<file path="src/rtl/switch_mcu_ex_sequencer_if.sv">
// Decoder <-> execution sequencer bundle: instruction handshake, class
// decode, hold/flush controls and the per-class execution strobes.
interface switch_mcu_ex_sequencer_if;
    logic       in_dec_valid;
    logic       out_dec_ready;
    logic       in_type_u;
    logic       in_type_i;
    logic       in_type_r;
    logic       in_type_j;
    logic       in_hold;
    logic       in_flush_req;
    logic [3:0] out_cycle_cnt;
    logic       out_type_u_en;
    logic       out_type_i_en;
    logic       out_type_r_en;
    logic       out_type_j_en;
    logic       out_stall;
    logic       out_retire;
    logic       out_err;
    logic       out_busy;

    // Decoder / J-unit side
    modport master (
        output in_dec_valid, in_type_u, in_type_i, in_type_r, in_type_j,
               in_hold, in_flush_req,
        input  out_dec_ready, out_cycle_cnt, out_type_u_en, out_type_i_en,
               out_type_r_en, out_type_j_en, out_stall, out_retire,
               out_err, out_busy
    );

    // Sequencer side
    modport slave (
        input  in_dec_valid, in_type_u, in_type_i, in_type_r, in_type_j,
               in_hold, in_flush_req,
        output out_dec_ready, out_cycle_cnt, out_type_u_en, out_type_i_en,
               out_type_r_en, out_type_j_en, out_stall, out_retire,
               out_err, out_busy
    );
endinterface

</file>
<file path="src/rtl/switch_mcu_ex_sequencer.sv">
// Execution-stage sequencer: accepts one decoded instruction at a time,
// steps the shared cycle counter for its class, and inserts flush stall
// windows after PC overrides.
module switch_mcu_ex_sequencer #(
    parameter int unsigned CYC_U     = 2,
    parameter int unsigned CYC_I     = 3,
    parameter int unsigned CYC_R     = 3,
    parameter int unsigned CYC_J     = 4,
    parameter int unsigned FLUSH_CYC = 2
) (
    input logic                      in_clk,
    input logic                      in_rst,
    switch_mcu_ex_sequencer_if.slave sif
);

    typedef enum logic [1:0] {
        ST_IDLE,
        ST_EXEC,
        ST_FLUSH
    } state_t;

    localparam logic [3:0] LAST_U     = 4'(CYC_U - 1);
    localparam logic [3:0] LAST_I     = 4'(CYC_I - 1);
    localparam logic [3:0] LAST_R     = 4'(CYC_R - 1);
    localparam logic [3:0] LAST_J     = 4'(CYC_J - 1);
    localparam logic [3:0] FLUSH_LAST = 4'(FLUSH_CYC - 1);

    state_t     state_q, state_d;
    logic [3:0] cls_q, cls_d;      // one-hot {j, r, i, u}
    logic [3:0] cnt_q, cnt_d;
    logic       fp_q, fp_d;        // flush pending
    logic       retire_q, retire_d;
    logic       err_q, err_d;

    logic [3:0] in_cls;
    logic [3:0] last_idx;
    logic       is_last;
    logic       dec_ready;
    logic       xfer;
    logic       do_accept;

    // Class decode of the incoming instruction and last-cycle index of the current one
    always_comb begin
        in_cls = {sif.in_type_j, sif.in_type_r, sif.in_type_i, sif.in_type_u};
        case (cls_q)
            4'b0001: last_idx = LAST_U;
            4'b0010: last_idx = LAST_I;
            4'b0100: last_idx = LAST_R;
            4'b1000: last_idx = LAST_J;
            default: last_idx = '0;
        endcase
        is_last = (cnt_q == last_idx);
    end

    // State and datapath registers with synchronous reset
    always_ff @(posedge in_clk) begin
        if (in_rst) begin
            state_q  <= ST_IDLE;
            cls_q    <= '0;
            cnt_q    <= '0;
            fp_q     <= 1'b0;
            retire_q <= 1'b0;
            err_q    <= 1'b0;
        end else begin
            state_q  <= state_d;
            cls_q    <= cls_d;
            cnt_q    <= cnt_d;
            fp_q     <= fp_d;
            retire_q <= retire_d;
            err_q    <= err_d;
        end
    end

    // Next-state logic; a transfer seen in IDLE or on the final EXEC cycle
    // is classified once, after the case, through do_accept
    always_comb begin
        state_d   = state_q;
        cls_d     = cls_q;
        cnt_d     = cnt_q;
        fp_d      = fp_q;
        retire_d  = 1'b0;
        err_d     = 1'b0;
        do_accept = 1'b0;
        xfer      = sif.in_dec_valid & dec_ready;

        case (state_q)
            ST_IDLE: begin
                cnt_d = '0;
                fp_d  = 1'b0;
                if (sif.in_flush_req) begin
                    state_d = ST_FLUSH;
                end else if (xfer) begin
                    do_accept = 1'b1;
                end
            end
            ST_EXEC: begin
                if (sif.in_flush_req) begin
                    fp_d = 1'b1;
                end
                if (!sif.in_hold) begin
                    if (!is_last) begin
                        cnt_d = cnt_q + 4'd1;
                    end else begin
                        retire_d = 1'b1;
                        cnt_d    = '0;
                        if (fp_q || sif.in_flush_req) begin
                            state_d = ST_FLUSH;
                        end else if (xfer) begin
                            do_accept = 1'b1;
                        end else begin
                            state_d = ST_IDLE;
                        end
                    end
                end
            end
            ST_FLUSH: begin
                if (cnt_q == FLUSH_LAST) begin
                    state_d = ST_IDLE;
                    cnt_d   = '0;
                    fp_d    = 1'b0;
                end else begin
                    cnt_d = cnt_q + 4'd1;
                end
            end
            default: begin
                state_d = ST_IDLE;
                cnt_d   = '0;
                fp_d    = 1'b0;
            end
        endcase

        if (do_accept) begin
            cnt_d = '0;
            if ($onehot(in_cls)) begin
                state_d = ST_EXEC;
                cls_d   = in_cls;
            end else if (in_cls == '0) begin
                state_d  = ST_IDLE;
                retire_d = 1'b1;
            end else begin
                state_d = ST_IDLE;
                err_d   = 1'b1;
            end
        end
    end

    // Output decode from registers; ready alone looks at live hold/flush/reset
    always_comb begin
        dec_ready = 1'b0;
        if (!in_rst) begin
            case (state_q)
                ST_IDLE: dec_ready = !sif.in_flush_req;
                ST_EXEC: dec_ready = is_last && !sif.in_hold && !fp_q && !sif.in_flush_req;
                default: dec_ready = 1'b0;
            endcase
        end
        sif.out_dec_ready = dec_ready;
        sif.out_cycle_cnt = (state_q == ST_EXEC) ? cnt_q : '0;
        sif.out_type_u_en = (state_q == ST_EXEC) && cls_q[0];
        sif.out_type_i_en = (state_q == ST_EXEC) && cls_q[1];
        sif.out_type_r_en = (state_q == ST_EXEC) && cls_q[2];
        sif.out_type_j_en = (state_q == ST_EXEC) && cls_q[3];
        sif.out_stall     = (state_q == ST_FLUSH);
        sif.out_busy      = (state_q != ST_IDLE);
        sif.out_retire    = retire_q;
        sif.out_err       = err_q;
    end

endmodule

</file>
<file path="src/flat_wrapper.sv">
// flat-port wrapper written by rule: the top's interface ports become plain ports
module switch_mcu_ex_sequencer_flat 
#(
    parameter int unsigned CYC_U     = 2,
    parameter int unsigned CYC_I     = 3,
    parameter int unsigned CYC_R     = 3,
    parameter int unsigned CYC_J     = 4,
    parameter int unsigned FLUSH_CYC = 2
)
  (in_clk, in_rst, sif_in_dec_valid, sif_in_type_u, sif_in_type_i, sif_in_type_r, sif_in_type_j, sif_in_hold, sif_in_flush_req, sif_out_dec_ready, sif_out_cycle_cnt, sif_out_type_u_en, sif_out_type_i_en, sif_out_type_r_en, sif_out_type_j_en, sif_out_stall, sif_out_retire, sif_out_err, sif_out_busy);
  switch_mcu_ex_sequencer_if sif_i ();
  input logic in_clk;
  input logic in_rst;
  input wire logic [$bits(sif_i.in_dec_valid)-1:0] sif_in_dec_valid;
  input wire logic [$bits(sif_i.in_type_u)-1:0] sif_in_type_u;
  input wire logic [$bits(sif_i.in_type_i)-1:0] sif_in_type_i;
  input wire logic [$bits(sif_i.in_type_r)-1:0] sif_in_type_r;
  input wire logic [$bits(sif_i.in_type_j)-1:0] sif_in_type_j;
  input wire logic [$bits(sif_i.in_hold)-1:0] sif_in_hold;
  input wire logic [$bits(sif_i.in_flush_req)-1:0] sif_in_flush_req;
  output wire logic [$bits(sif_i.out_dec_ready)-1:0] sif_out_dec_ready;
  output wire logic [$bits(sif_i.out_cycle_cnt)-1:0] sif_out_cycle_cnt;
  output wire logic [$bits(sif_i.out_type_u_en)-1:0] sif_out_type_u_en;
  output wire logic [$bits(sif_i.out_type_i_en)-1:0] sif_out_type_i_en;
  output wire logic [$bits(sif_i.out_type_r_en)-1:0] sif_out_type_r_en;
  output wire logic [$bits(sif_i.out_type_j_en)-1:0] sif_out_type_j_en;
  output wire logic [$bits(sif_i.out_stall)-1:0] sif_out_stall;
  output wire logic [$bits(sif_i.out_retire)-1:0] sif_out_retire;
  output wire logic [$bits(sif_i.out_err)-1:0] sif_out_err;
  output wire logic [$bits(sif_i.out_busy)-1:0] sif_out_busy;
  assign sif_i.in_dec_valid = sif_in_dec_valid;
  assign sif_i.in_type_u = sif_in_type_u;
  assign sif_i.in_type_i = sif_in_type_i;
  assign sif_i.in_type_r = sif_in_type_r;
  assign sif_i.in_type_j = sif_in_type_j;
  assign sif_i.in_hold = sif_in_hold;
  assign sif_i.in_flush_req = sif_in_flush_req;
  assign sif_out_dec_ready = sif_i.out_dec_ready;
  assign sif_out_cycle_cnt = sif_i.out_cycle_cnt;
  assign sif_out_type_u_en = sif_i.out_type_u_en;
  assign sif_out_type_i_en = sif_i.out_type_i_en;
  assign sif_out_type_r_en = sif_i.out_type_r_en;
  assign sif_out_type_j_en = sif_i.out_type_j_en;
  assign sif_out_stall = sif_i.out_stall;
  assign sif_out_retire = sif_i.out_retire;
  assign sif_out_err = sif_i.out_err;
  assign sif_out_busy = sif_i.out_busy;
  switch_mcu_ex_sequencer #(.CYC_U(CYC_U), .CYC_I(CYC_I), .CYC_R(CYC_R), .CYC_J(CYC_J), .FLUSH_CYC(FLUSH_CYC)) u_core (.in_clk(in_clk), .in_rst(in_rst), .sif(sif_i));
endmodule
</file>
<file path="config.mk">
export PLATFORM = sky130hd
export DESIGN_NAME = switch_mcu_ex_sequencer_flat
export DESIGN_NICKNAME = d
export VERILOG_FILES = /design/src/rtl/switch_mcu_ex_sequencer_if.sv /design/src/rtl/switch_mcu_ex_sequencer.sv /design/src/flat_wrapper.sv
export SDC_FILE = /design/constraint.sdc
export NUM_CORES = 1
export LEC_CHECK = 0
export ABC_CLOCK_PERIOD_IN_PS = 6510
export CAP_MARGIN = 10
export CORE_MARGIN = 2
export CORE_UTILIZATION = 44
export DETAILED_ROUTE_END_ITERATION = 7
export PLACE_DENSITY = 0.71
export RECOVER_POWER = 100
export SETUP_SLACK_MARGIN = 0.05
export SYNTH_ARGS = -nofsm -noshare
export SYNTH_HDL_FRONTEND = slang
export SYNTH_SLANG_ARGS = --single-unit
</file>
<file path="constraint.sdc">
create_clock -name in_clk -period 6.51 [get_ports in_clk]
set_input_delay 0.9765 -clock in_clk [delete_from_list [all_inputs] [get_ports in_clk]]
set_output_delay 0.9765 -clock in_clk [all_outputs]
set_load 0.02 [all_outputs]
</file>
* Yosys cells after proc, flatten, opt, wreduce, memory -nomap -nowiden
Cells that the tools add are included.
** Word-level totals
- Bits in registers :: 13
- Bits in latches :: 0
- Memory bits (writable) :: 0
- Memory bits (read-only) :: 0
- Input bits :: 9
- Output and inout bits :: 13
- Word-level logic and storage cells :: 82
- Memories kept :: 0
** Cells by class
- Add/subtract/negate cells :: 4
- Multiply operators :: 0
- Div/mod/pow operators :: 0
- $lt $le $gt $ge :: 0
- Equal/unequal tests :: 17
- Shifts and indexed selects :: 0
- Mux-type cells :: 33
- Bitwise logic cells :: 2
- Reductions and logical operators :: 20
** Operator list (count)
- $mux W1 :: 16
- $mux W4 :: 4
- $mux W2 :: 7
- $pmux W2 S3 :: 2
- $eq A4 B1 Y1 const B :: 2
- $pmux W4 S2 :: 1
- $logic_and A1 B1 Y1 :: 7
- $ne A3 B1 Y1 const B :: 2
- $ne A3 B2 Y1 const B :: 2
- $pmux W1 S2 :: 3
- $reduce_and A5 Y1 :: 1
- $add A1 B1 Y2 :: 2
- $add A4 B1 Y4 const B :: 1
- $eq A4 B2 Y1 :: 1
- $eq A4 B2 Y1 const B :: 1
- $eq A4 B3 Y1 const B :: 1
- $eq A4 B4 Y1 const B :: 1
- $logic_not A4 Y1 :: 1
- $ne A2 B2 Y1 const B :: 2
- $ne A4 B4 Y1 const B :: 1
- $reduce_and A2 Y1 :: 2
- $reduce_or A2 Y1 :: 2
- $add A3 B3 Y3 :: 1
- $eq A3 B1 Y1 const B :: 1
- 10 further kinds :: 12

* Longest topological paths before layout
- Depth after elaboration :: 17
- Gate-level depth with buffers :: 10
- Depth with buffers taken out :: 10

* Least setup slack after synthesis
Ideal clock, no wire load.
- Path type :: input port to flip-flop
- Start point :: input port sif_in_type_j
- End point :: register u_core.cls_q[0]
- Library setup time :: 0.072 ns
- Arrival :: 2.728 ns
- Required time :: 6.438 ns
- Path slack :: 3.710 ns
- Cell stages on the path :: 10
- Buffers on the path :: 0
- Cell sequence :: inv_1 ha_1 ha_1 fa_1 nor2_1 nand2_1 nor2_1 inv_1 nor3_1 mux2i_1
** On the way
- Word-level cells in the longest chain between the ends :: 4
** RTL lines
- start: declaration :: line flat_wrapper.sv:18 : input wire logic [$bits(sif_i.in_type_j)-1:0] sif_in_type_j;
- $add A1 B1 Y2 (not written as such) :: line switch_mcu_ex_sequencer.sv:134 : if ($onehot(in_cls)) begin
- $add A3 B3 Y3 (not written as such) :: line switch_mcu_ex_sequencer.sv:134
- $eq A3 B1 Y1 :: line switch_mcu_ex_sequencer.sv:134
- $reduce_and A2 Y1 (no source line)
- end signal: assignment :: line switch_mcu_ex_sequencer.sv:66 : cls_q <= cls_d;
- end: declaration :: line switch_mcu_ex_sequencer.sv:29 : logic [3:0] cls_q, cls_d;
No other way between the ends.
A chain may end at the register's enable or synchronous reset.

* Worst setup path after layout
- Start point :: input port sif_in_flush_req
- End point :: output port sif_out_dec_ready
** On the way
- Word-level cells in the longest chain between the ends :: 4
** RTL lines
- start: declaration :: line flat_wrapper.sv:20 : input wire logic [$bits(sif_i.in_flush_req)-1:0] sif_in_flush_req;
- $logic_not A1 Y1 (*) :: line switch_mcu_ex_sequencer.sv:152, switch_mcu_ex_sequencer.sv:153
- $logic_and A1 B1 Y1 :: line switch_mcu_ex_sequencer.sv:153 : ST_EXEC: dec_ready = is_last && !sif.in_hold && !fp_q && !sif.in_flush_req;
- $pmux W1 S2 (*) :: line switch_mcu_ex_sequencer.sv:151 : case (state_q)
- $mux W1 (*) :: line switch_mcu_ex_sequencer.sv:150 : if (!in_rst) begin
- end: declaration :: line flat_wrapper.sv:21 : output wire logic [$bits(sif_i.out_dec_ready)-1:0] sif_out_dec_ready;
Mark *: on every way between the ends. The rest lies on a longest branch, timed or not.

==> flow_summary.toml <==
[status]
outcome = "finished clean"

[place]
port_buffers = 21
place_area_um2 = 1230
place_congestion = 0.822
place_hpwl_mm = 1.69

[clock_tree]
clk_latency_ns = 0.28
hold_buffers = 0
cts.sinks = 13
cts_tree = "yes"
cts_max_path_buffers = 2
clk_pin_slew_worst_paths_ns = 0.08
cts_resized = 0
cts_setup_buffers = 0
cts_buffers = 3
root_buffer = "clkbuf_4"
htreeDepth = 1

[synthesis]
yosys_warnings = 0
syn_nets = 138
synth_edf_count = 0
synth_cell_type_count = 40
syn_area_um2 = 1010
async_reset_ff_share_pct = 0
synthFlopType = "dfxtp_1"
synth_seq_cells = 13
syn_inst = 118
syn_avg_cell_area_um2 = 8.54
ys_seq_area_share_pct = 25.8

[final_layout]
fill_cells = 211
area_growth_pct = 24.0
multi_input_area_um2 = 672
stdcell_area_um2 = 1250
final_layout_size_suffix_gt1_share_pct = 7.19
layout_commonest_cell = "dlygate4sd3_1"
nets = 160
final-seq-area_um2 = 260
antenna_cells = 0
layout_common_cells = "dlygate4sd3_1 (16), dfxtp_1 (13), inv_1 (12)"

[worst_setup_path]
crit_path_max_fanout = 6
arrival_ns = 2.90
endpoint_kind = "output pin"
startpoint = "sif_in_flush_req"
start_kind = "input pin"
worstSetupPathType = "in -> out"
worstPathRequired_ns = 5.53
worstReg2RegStart = "u_core.state_q[1]$_SDFFE_PP0P_"

[routing]
drt_iter0_markers = 17
wl_per_cell_um = 13.0
firstDrtPassIters = 5
avgViaCountPerCell = 5.32
route.detailed.drc = 0
postRouteAntennaNets = 0
via_count = 889
routed_wl_mm = 2.17

[min_path]
hold_start = "u_core.cnt_q[3]$_SDFFE_PP0P_"
hold_path.class = "reg -> reg"

[die]
fp-row-count = 17
ios = 22
die_w_um = 51.8
die_h_um = 51.8
die_area_um2 = 2690
core_area_um2 = 2190
start_util_pct = 46.0

[timing]
setup_viol = 0
slew_headroom_pct = 58.4
min_period_ns = 3.88
finalCritPeriodShare_pct = 59.6
fmax_mhz = 258
drv_slew = 0
skew_ns = 0.00358
worst_pin_slew_ns = 0.618
rsz0062_at_grt = "false"
setup_tns_ns = 0
hold_violations = 0

[flow_run]
drv_cap = 0

[grt]
gr-total-overflow = 0
grt_pass1_vias = 884
grt_max_degree = 18
antenna_found_initial = 0
grt.total_usage_pct = 18.3
grt_pass1_wl_mm = 3.69

[power_and_ir_drop]
pwr-share-comb_pct = 36.7
vdd_ir_drop_max_v = 0.000136
p_int_mw = 0.142
swShare_pct = 36.0
power_density_nw_per_um2 = 178
p_sw_mw = 0.0801
p_leak_nw = 0.520
clkPwrFrac_pct = 23.2
p_seq_share_pct = 40.1
-- cells in the mapped netlist (3+ instances only) --
master   count  area share [%]
ha_1        10              12
a21oi_1      6             3.0
nor2_1       8             3.0
nor3b_1      3             2.2
o21ai_0      5             2.5
and2_1      11             6.8
nor3_1       3             1.5
inv_1       12             4.5
dfxtp_1     13              26
nand2_1      9             3.4
-- path summary, 6_finish.rpt --
check / end / slack, ns / cells past startpoint
worst max-delay path: sif_out_dec_ready / 2.63 / 5
worst min-delay path: u_core.cnt_q[3]$_SDFFE_PP0P_ / 0.51 / 2
worst max register to register: u_core.state_q[0]$_SDFFE_PP0P_ / 4.18 / 6
worst min register to register: u_core.cnt_q[3]$_SDFFE_PP0P_ / 0.51 / 2
-- metrics by stage --
step                      utilization [%]  hold slack [ns]  worst slack (ns)  power, mW  cells
after floorplan                         -            0.460              3.71      0.149    118
after global placement               56.1            0.481              2.83      0.172    163
after detailed placement             56.1            0.502              2.81      0.175    163
after CTS                            57.3            0.512              2.80      0.228    167
after global routing                 57.0            0.553              2.54      0.239    167
final                                57.0            0.507              2.63      0.223    167
-- cell families after synthesis --
group | synth area share (%)
adder cells (fa/ha/maj) | 14.4
AND/OR/NAND/NOR | 25.6
XOR/XNOR | 1.74
buffers and inverters | 6.71
flip-flops | 25.8
AO/OA/AOI/OAI | 23.7
multiplexers | 1.99
-- cell type report --
| class | count | share of cell area, % |
|---|---|---|
| flip-flops and latches | 13 | 20.8 |
| inverters | 12 | 3.61 |
| multi-input cells | 89 | 53.8 |
| clock buffers | 4 | 2.10 |
| repair buffers | 21 | 16.8 |
| well taps | 28 | 2.81 |
-- worst max-delay path: stages --
cell	delay (ns)
dlygate4sd3_1	0.59
nor3b_1	0.34
a41oi_4	0.19
nor2_1	0.12
dlygate4sd3_1	0.68
-- registers in the layout, summed over array words and instances (netlist names) --
name	cells
u_core.sif.out_err	1
u_core.sif.out_retire	1
u_core.cnt_q	4
u_core.cls_q	4
u_core.fp_q	1
u_core.state_q	2
-- power groups by stage --
stage / clock network [mW] / registers [mW] / logic, mW
finish: 0.0516 / 0.0893 / 0.0816
global route: 0.0577 / 0.0902 / 0.0908
CTS: 0.0536 / 0.0894 / 0.0847
detailed placement: 0 / 0.0913 / 0.0841
global placement: 0 / 0.0909 / 0.0814
floorplan: 0 / 0.0910 / 0.0581
-- metal layers --
metal	global-route usage [%]	routed length [um]	part of all wire [%]	up-vias
met2	32.7	1100	51	19
met4	8.77	30	1.4	0
met5	0	0	0	-
li1	-	-	-	458
met1	20.9	951	44	408
met3	2.87	82	3.8	4
Power figures use the tool's default switching activity.
